$ cat config.mk
export PLATFORM = sky130hd
export DESIGN_NAME = xadc_dual_reader
export DESIGN_NICKNAME = d
export VERILOG_FILES = /design/src/rtl/xadc_dual_reader.sv
export SDC_FILE = /design/constraint.sdc
export NUM_CORES = 1
export LEC_CHECK = 0
export BUFFER_PORTS_ARGS = -buffer_cell sky130_fd_sc_hd__buf_2
export CORE_MARGIN = 2
export CORE_UTILIZATION = 56
export CTS_BUF_LIST = sky130_fd_sc_hd__clkbuf_4 sky130_fd_sc_hd__clkbuf_8
export DETAILED_ROUTE_END_ITERATION = 16
export PLACE_DENSITY = 0.78
export REMOVE_ABC_BUFFERS = 1
export SYNTH_ARGS = -nofsm -noshare
export SYNTH_HDL_FRONTEND = slang
export SYNTH_SLANG_ARGS = --single-unit
export TNS_END_PERCENT = 50
$ cat constraint.sdc
create_clock -name CLK100MHZ -period 3.05 [get_ports CLK100MHZ]
set_input_delay 0.4575 -clock CLK100MHZ [delete_from_list [all_inputs] [get_ports CLK100MHZ]]
set_output_delay 0.4575 -clock CLK100MHZ [all_outputs]
set_load 0.02 [all_outputs]
$ cat src/rtl/xadc_dual_reader.sv
`timescale 1ns/1ps
`default_nettype none
// =====================================================================
// Module : xadc_dual_reader
// Reads XADC VAUX3 (left) / VAUX2 (right) over DRP on each EOC, box-car
// averages 2^AVG_LOG2 pairs and publishes 12-bit samples with a strobe.
// Rev    : 1.0
// =====================================================================
module xadc_dual_reader #(
    parameter int         AVG_LOG2 = 2,
    parameter int         TIMEOUT  = 255,
    parameter logic [6:0] ADDR_L   = 7'h13,
    parameter logic [6:0] ADDR_R   = 7'h12
) (
    input  logic        CLK100MHZ,
    input  logic        reset,
    input  logic        eoc_in,
    input  logic        drdy_in,
    input  logic [15:0] do_in,
    output logic        den_out,
    output logic        dwe_out,
    output logic [6:0]  daddr_out,
    output logic [15:0] vauxp3,
    output logic [15:0] vauxp2,
    output logic        sample_valid,
    output logic        timeout_err
);
    localparam int AW = 12 + AVG_LOG2;
    localparam int PW = AVG_LOG2 + 1;
    localparam int CW = $clog2(TIMEOUT + 1);
    localparam logic [PW-1:0] c_LAST_PAIR = PW'((1 << AVG_LOG2) - 1);
    localparam logic [CW-1:0] c_TO_LAST   = CW'(TIMEOUT - 1);
    localparam logic [CW-1:0] c_TO_EXPIRE = CW'(TIMEOUT);

    typedef enum logic [2:0] {
        S_IDLE   = 3'd0,
        S_REQ_L  = 3'd1,
        S_WAIT_L = 3'd2,
        S_REQ_R  = 3'd3,
        S_WAIT_R = 3'd4
    } state_t;

    state_t          state_q, state_d;
    logic            den_q, den_d;
    logic [6:0]      daddr_q, daddr_d;
    logic [11:0]     left_q, left_d;
    logic [AW-1:0]   acc_l_q, acc_l_d;
    logic [AW-1:0]   acc_r_q, acc_r_d;
    logic [PW-1:0]   pair_q, pair_d;
    logic [CW-1:0]   tcnt_q, tcnt_d;
    logic [11:0]     p3_q, p3_d;
    logic [11:0]     p2_q, p2_d;
    logic            valid_q, valid_d;
    logic            to_q, to_d;

    logic [AW-1:0]   w_sum_l;
    logic [AW-1:0]   w_sum_r;
    logic            w_unused;

    assign w_sum_l  = acc_l_q + AW'(left_q);
    assign w_sum_r  = acc_r_q + AW'(do_in[15:4]);
    assign w_unused = ^do_in[3:0];

    always_comb begin
        state_d = state_q;
        den_d   = 1'b0;
        daddr_d = daddr_q;
        left_d  = left_q;
        acc_l_d = acc_l_q;
        acc_r_d = acc_r_q;
        pair_d  = pair_q;
        tcnt_d  = tcnt_q;
        p3_d    = p3_q;
        p2_d    = p2_q;
        valid_d = 1'b0;
        to_d    = 1'b0;

        case (state_q)
            S_IDLE: begin
                if (eoc_in) begin
                    state_d = S_REQ_L;
                    den_d   = 1'b1;
                    daddr_d = ADDR_L;
                end
            end
            S_REQ_L: begin
                state_d = S_WAIT_L;
                tcnt_d  = '0;
            end
            S_REQ_R: begin
                state_d = S_WAIT_R;
                tcnt_d  = '0;
            end
            S_WAIT_L, S_WAIT_R: begin
                // timeout_err fires on the edge the count reaches TIMEOUT;
                // the following (expiry) cycle only returns to IDLE.
                if (tcnt_q == c_TO_EXPIRE) begin
                    state_d = S_IDLE;
                end else if (drdy_in && state_q == S_WAIT_L) begin
                    left_d  = do_in[15:4];
                    state_d = S_REQ_R;
                    den_d   = 1'b1;
                    daddr_d = ADDR_R;
                end else if (drdy_in) begin
                    state_d = S_IDLE;
                    if (pair_q == c_LAST_PAIR) begin
                        p3_d    = w_sum_l[AW-1:AVG_LOG2];
                        p2_d    = w_sum_r[AW-1:AVG_LOG2];
                        valid_d = 1'b1;
                        acc_l_d = '0;
                        acc_r_d = '0;
                        pair_d  = '0;
                    end else begin
                        acc_l_d = w_sum_l;
                        acc_r_d = w_sum_r;
                        pair_d  = pair_q + PW'(1);
                    end
                end else begin
                    tcnt_d = tcnt_q + CW'(1);
                    if (tcnt_q == c_TO_LAST) begin
                        to_d = 1'b1;
                    end
                end
            end
            default: state_d = S_IDLE;
        endcase
    end

    always_ff @(posedge CLK100MHZ or posedge reset) begin
        if (reset) begin
            state_q <= S_IDLE;
            den_q   <= 1'b0;
            daddr_q <= ADDR_L;
            left_q  <= '0;
            acc_l_q <= '0;
            acc_r_q <= '0;
            pair_q  <= '0;
            tcnt_q  <= '0;
            p3_q    <= '0;
            p2_q    <= '0;
            valid_q <= 1'b0;
            to_q    <= 1'b0;
        end else begin
            state_q <= state_d;
            den_q   <= den_d;
            daddr_q <= daddr_d;
            left_q  <= left_d;
            acc_l_q <= acc_l_d;
            acc_r_q <= acc_r_d;
            pair_q  <= pair_d;
            tcnt_q  <= tcnt_d;
            p3_q    <= p3_d;
            p2_q    <= p2_d;
            valid_q <= valid_d;
            to_q    <= to_d;
        end
    end

    assign den_out      = den_q;
    assign dwe_out      = 1'b0;
    assign daddr_out    = daddr_q;
    assign vauxp3       = {4'b0000, p3_q};
    assign vauxp2       = {4'b0000, p2_q};
    assign sample_valid = valid_q;
    assign timeout_err  = to_q;

endmodule
`default_nettype wire

==> results.cfg <==
[run_status]
status = complete, no violations

[global_routing]
grt_pass1_vias = 3383
grt_max_degree = 47
overflow = 0
track_usage_pct = 23.2
antenna_found_initial = 0
grt_pass1_wl_mm = 16.0

[route]
wl_per_cell_um = 16.0
first_pass_iters = 4
vias_per_cell = 5.77
vias = 3383
totalWireLength_mm = 9.38
drtIter0Drc = 241
drc = 0
postRouteAntennaNets = 0

[yosys]
synthAdderAreaFrac_pct = 8.41
synthFlopType = dfrtp_1
ys_types = 55
synth_compound_area_share_pct = 15.5
synth_top_family_by_area = compound AO/OA/AOI/OAI gates
async_flop_share_pct = 100
synth_top_area_cell = dfrtp_1
yosysWarnings = 0
ys_top_cells_by_area = dfrtp_1 (45%), ha_1 (7.5%), mux2_2 (5.8%)
yosysMostFrequentCell = dfrtp_1
synth_seq_area_share_pct = 45.7
synthXorXnorAreaFrac_pct = 5.46
synth_top_area_share_pct = 45.1
synth-edff-count = 0
muxShareOfSynthArea_pct = 5.99
syn-cell-area_sq_mm = 0.00449
synth-seq-cells = 82
synth_cells = 434
avgSynthCellArea_sq_um = 10.3
synth_common_cells = dfrtp_1 (81), nand2_1 (50), ha_1 (27), nor2_1 (25)
synthSimpleGateAreaFrac_pct = 13.2

[clock_network]
cts_buffers = 9
cts_hold_buf = 0
clock-sinks = 82
cts-root-buf = clkbuf_8
htree_levels = 3
path_clk_slew_ns = 0.08
clockBufferDepth = 2
post_cts_buffers = 0
ctsResizeCount = 0
worstSkewPairLatency_ns = 0.35
cts_tree = built

[sta]
hold_slack_ns = 0.225
fin_setup_tns_ns = 0
slew_violations = 0
hold_viol = 0
rsz0062_at_grt = false
skew_ns = 0.00814
fmax_mhz = 391
slew_headroom_pct = 46.6
min_period_over_period_pct = 83.9
fin_crit_ns = 2.56
setup-violations-final = 0
tightestPinTransition_ns = 0.801

[power_and_ir_drop]
vdd_ir_drop_max_mv = 0.558
power_density_mw_per_mm2 = 1020
p_leak_nw = 2.50

[floorplan]
rows = 32
die_h_um = 93.6
chipWidth_um = 93.6
core_area_sq_mm = 0.00777
initial_core_util_pct = 57.8
dieArea_sq_mm = 0.00875
pin_count = 63

[setup_path]
crit_path_max_fanout = 3
reg2reg_depth = 8
setup.worst_path.start_class = flop
cp_data_required_time_ns = 3.31
rrSetupSlack_ns = 0.49
reg2reg_to = acc_l_q[8]
timing.rr.start = left_q[0]
end_kind = flop
critPathKind = reg -> reg
crit_arrival_ns = 2.82

[layout]
drive_gt1_share_pct = 21.1
regArea_sq_mm = 0.00205
fin_nets = 528
fillers = 662
antennaDiodeCount = 0
multiInputGateArea_sq_mm = 0.00224
syn2layout_area_growth_pct = 10.7

[placed_design]
gp_congestion = 0.921
dp_hpwl_mm = 6.82
portBuffers = 43

[flow_run]
maxCapViolations = 0

[worst_hold_path]
hold_class = in -> async
[sequential cells by signal, summed over array words and instances (netlist names)]
signal,cells
acc_l_q,14
p2_q,12
tcnt_q,8
pair_q,3
state_q,3
timeout_err,1
acc_r_q,14
daddr_out,1
left_q,12
p3_q,12
sample_valid,1
den_out,1
[routing by layer]
metal  up-vias  global-route usage, %  routed length, um
li1       1609                      -                  -
met5         -                      0                  0
met4         0                   9.06                188
met3        23                   3.22                327
met2        95                   39.3               4680
met1      1656                   30.2               4180
[kinds of logic (layout without fill, tap and decap cells)]
family | Yosys count | count (layout)
other | 2 | 15
multiplexers | 24 | 24
flip-flops | 82 | 82
AO/OA/AOI/OAI | 102 | 102
XOR/XNOR | 28 | 28
buffers and inverters | 43 | 80
AND/OR/NAND/NOR | 124 | 124
adder cells (fa/ha/maj) | 29 | 29
[critical path, cell delays in order (launching register included)]
cell and delay, ns:
dfrtp_1 0.38, ha_1 0.25, fa_1 0.43, a211oi_1 0.26, o21bai_1 0.13, a2111oi_0 0.52, nor3_1 0.14, xnor2_1 0.17
o31ai_1 0.19
[where the power goes]
part	internal (mW)	switching, mW	total [mW]
combinational	1.02	1.46	2.48
clock	0.478	0.383	0.861
sequential	1.49	0.261	1.75
total	2.99	2.10	5.09
[how the worst max path moves through the flow]
stage / from / endpoint
after CTS: tcnt_q[0] / acc_r_q[13]
after detailed placement: tcnt_q[0] / acc_r_q[12]
final: left_q[0] / acc_l_q[8]
after global placement: do_in[4] / p2_q[10]
after global routing: left_q[0] / acc_l_q[8]
after floorplan: tcnt_q[0] / p2_q[1]
[cell type report]
| cell class | instances | area share [%] |
|---|---|---|
| Clock buffer | 11 | 2.79 |
| Tap cell | 102 | 2.57 |
| Inverter | 14 | 1.08 |
| Sequential cell | 82 | 41.3 |
| Timing Repair Buffer | 50 | 5.64 |
| Clock inverter | 5 | 1.59 |
| Multi-Input combinational cell | 322 | 45.0 |
[cells in the final DEF, fill, tap and decap left out, types with 2 or more instances in the layout]
| cell type | Yosys | final |
|---|---|---|
| a211oi_1 | 4 | 4 |
| a21boi_0 | 2 | 2 |
| a21o_1 | 11 | 11 |
| a21oi_1 | 16 | 16 |
| a22o_1 | 13 | 13 |
| a31o_2 | 3 | 3 |
| a31oi_1 | 5 | 5 |
| and3_1 | 6 | 6 |
| buf_2 | 7 | 43 |
| buf_4 | 17 | 6 |
| bufinv_16 | 0 | 2 |
| clkbuf_4 | 0 | 2 |
| clkbuf_8 | 0 | 9 |
| clkinv_2 | 0 | 3 |
| conb_1 | 2 | 15 |
| dfrtp_1 | 81 | 81 |
| fa_1 | 2 | 2 |
| ha_1 | 27 | 27 |
| inv_1 | 13 | 12 |
| mux2_2 | 23 | 23 |
| nand2_1 | 50 | 50 |
| nand2b_1 | 4 | 4 |
| nand3_1 | 11 | 11 |
| nand4_1 | 6 | 6 |
| nor2_1 | 25 | 25 |
| nor2b_1 | 3 | 3 |
| nor3_1 | 8 | 8 |
| o21ai_0 | 23 | 23 |
| o21bai_1 | 2 | 2 |
| o31ai_1 | 10 | 10 |
| o41ai_1 | 2 | 2 |
| or3_1 | 2 | 2 |
| xnor2_1 | 12 | 12 |
| xor2_1 | 16 | 16 |
[per-stage QoR]
stage	instances	setup WS (ns)	utilization [%]	power, mW	area, sq um
floorplan	418	0.394	-	3.59	4340
global placement	570	0.585	61.2	4.10	4750
detailed placement	570	0.563	61.2	4.22	4750
CTS	586	0.546	64.0	5.10	4970
global route	586	0.329	64.0	5.48	4970
finish	586	0.490	64.0	5.09	4970
No activity file was read; power rests on OpenSTA's default activity.
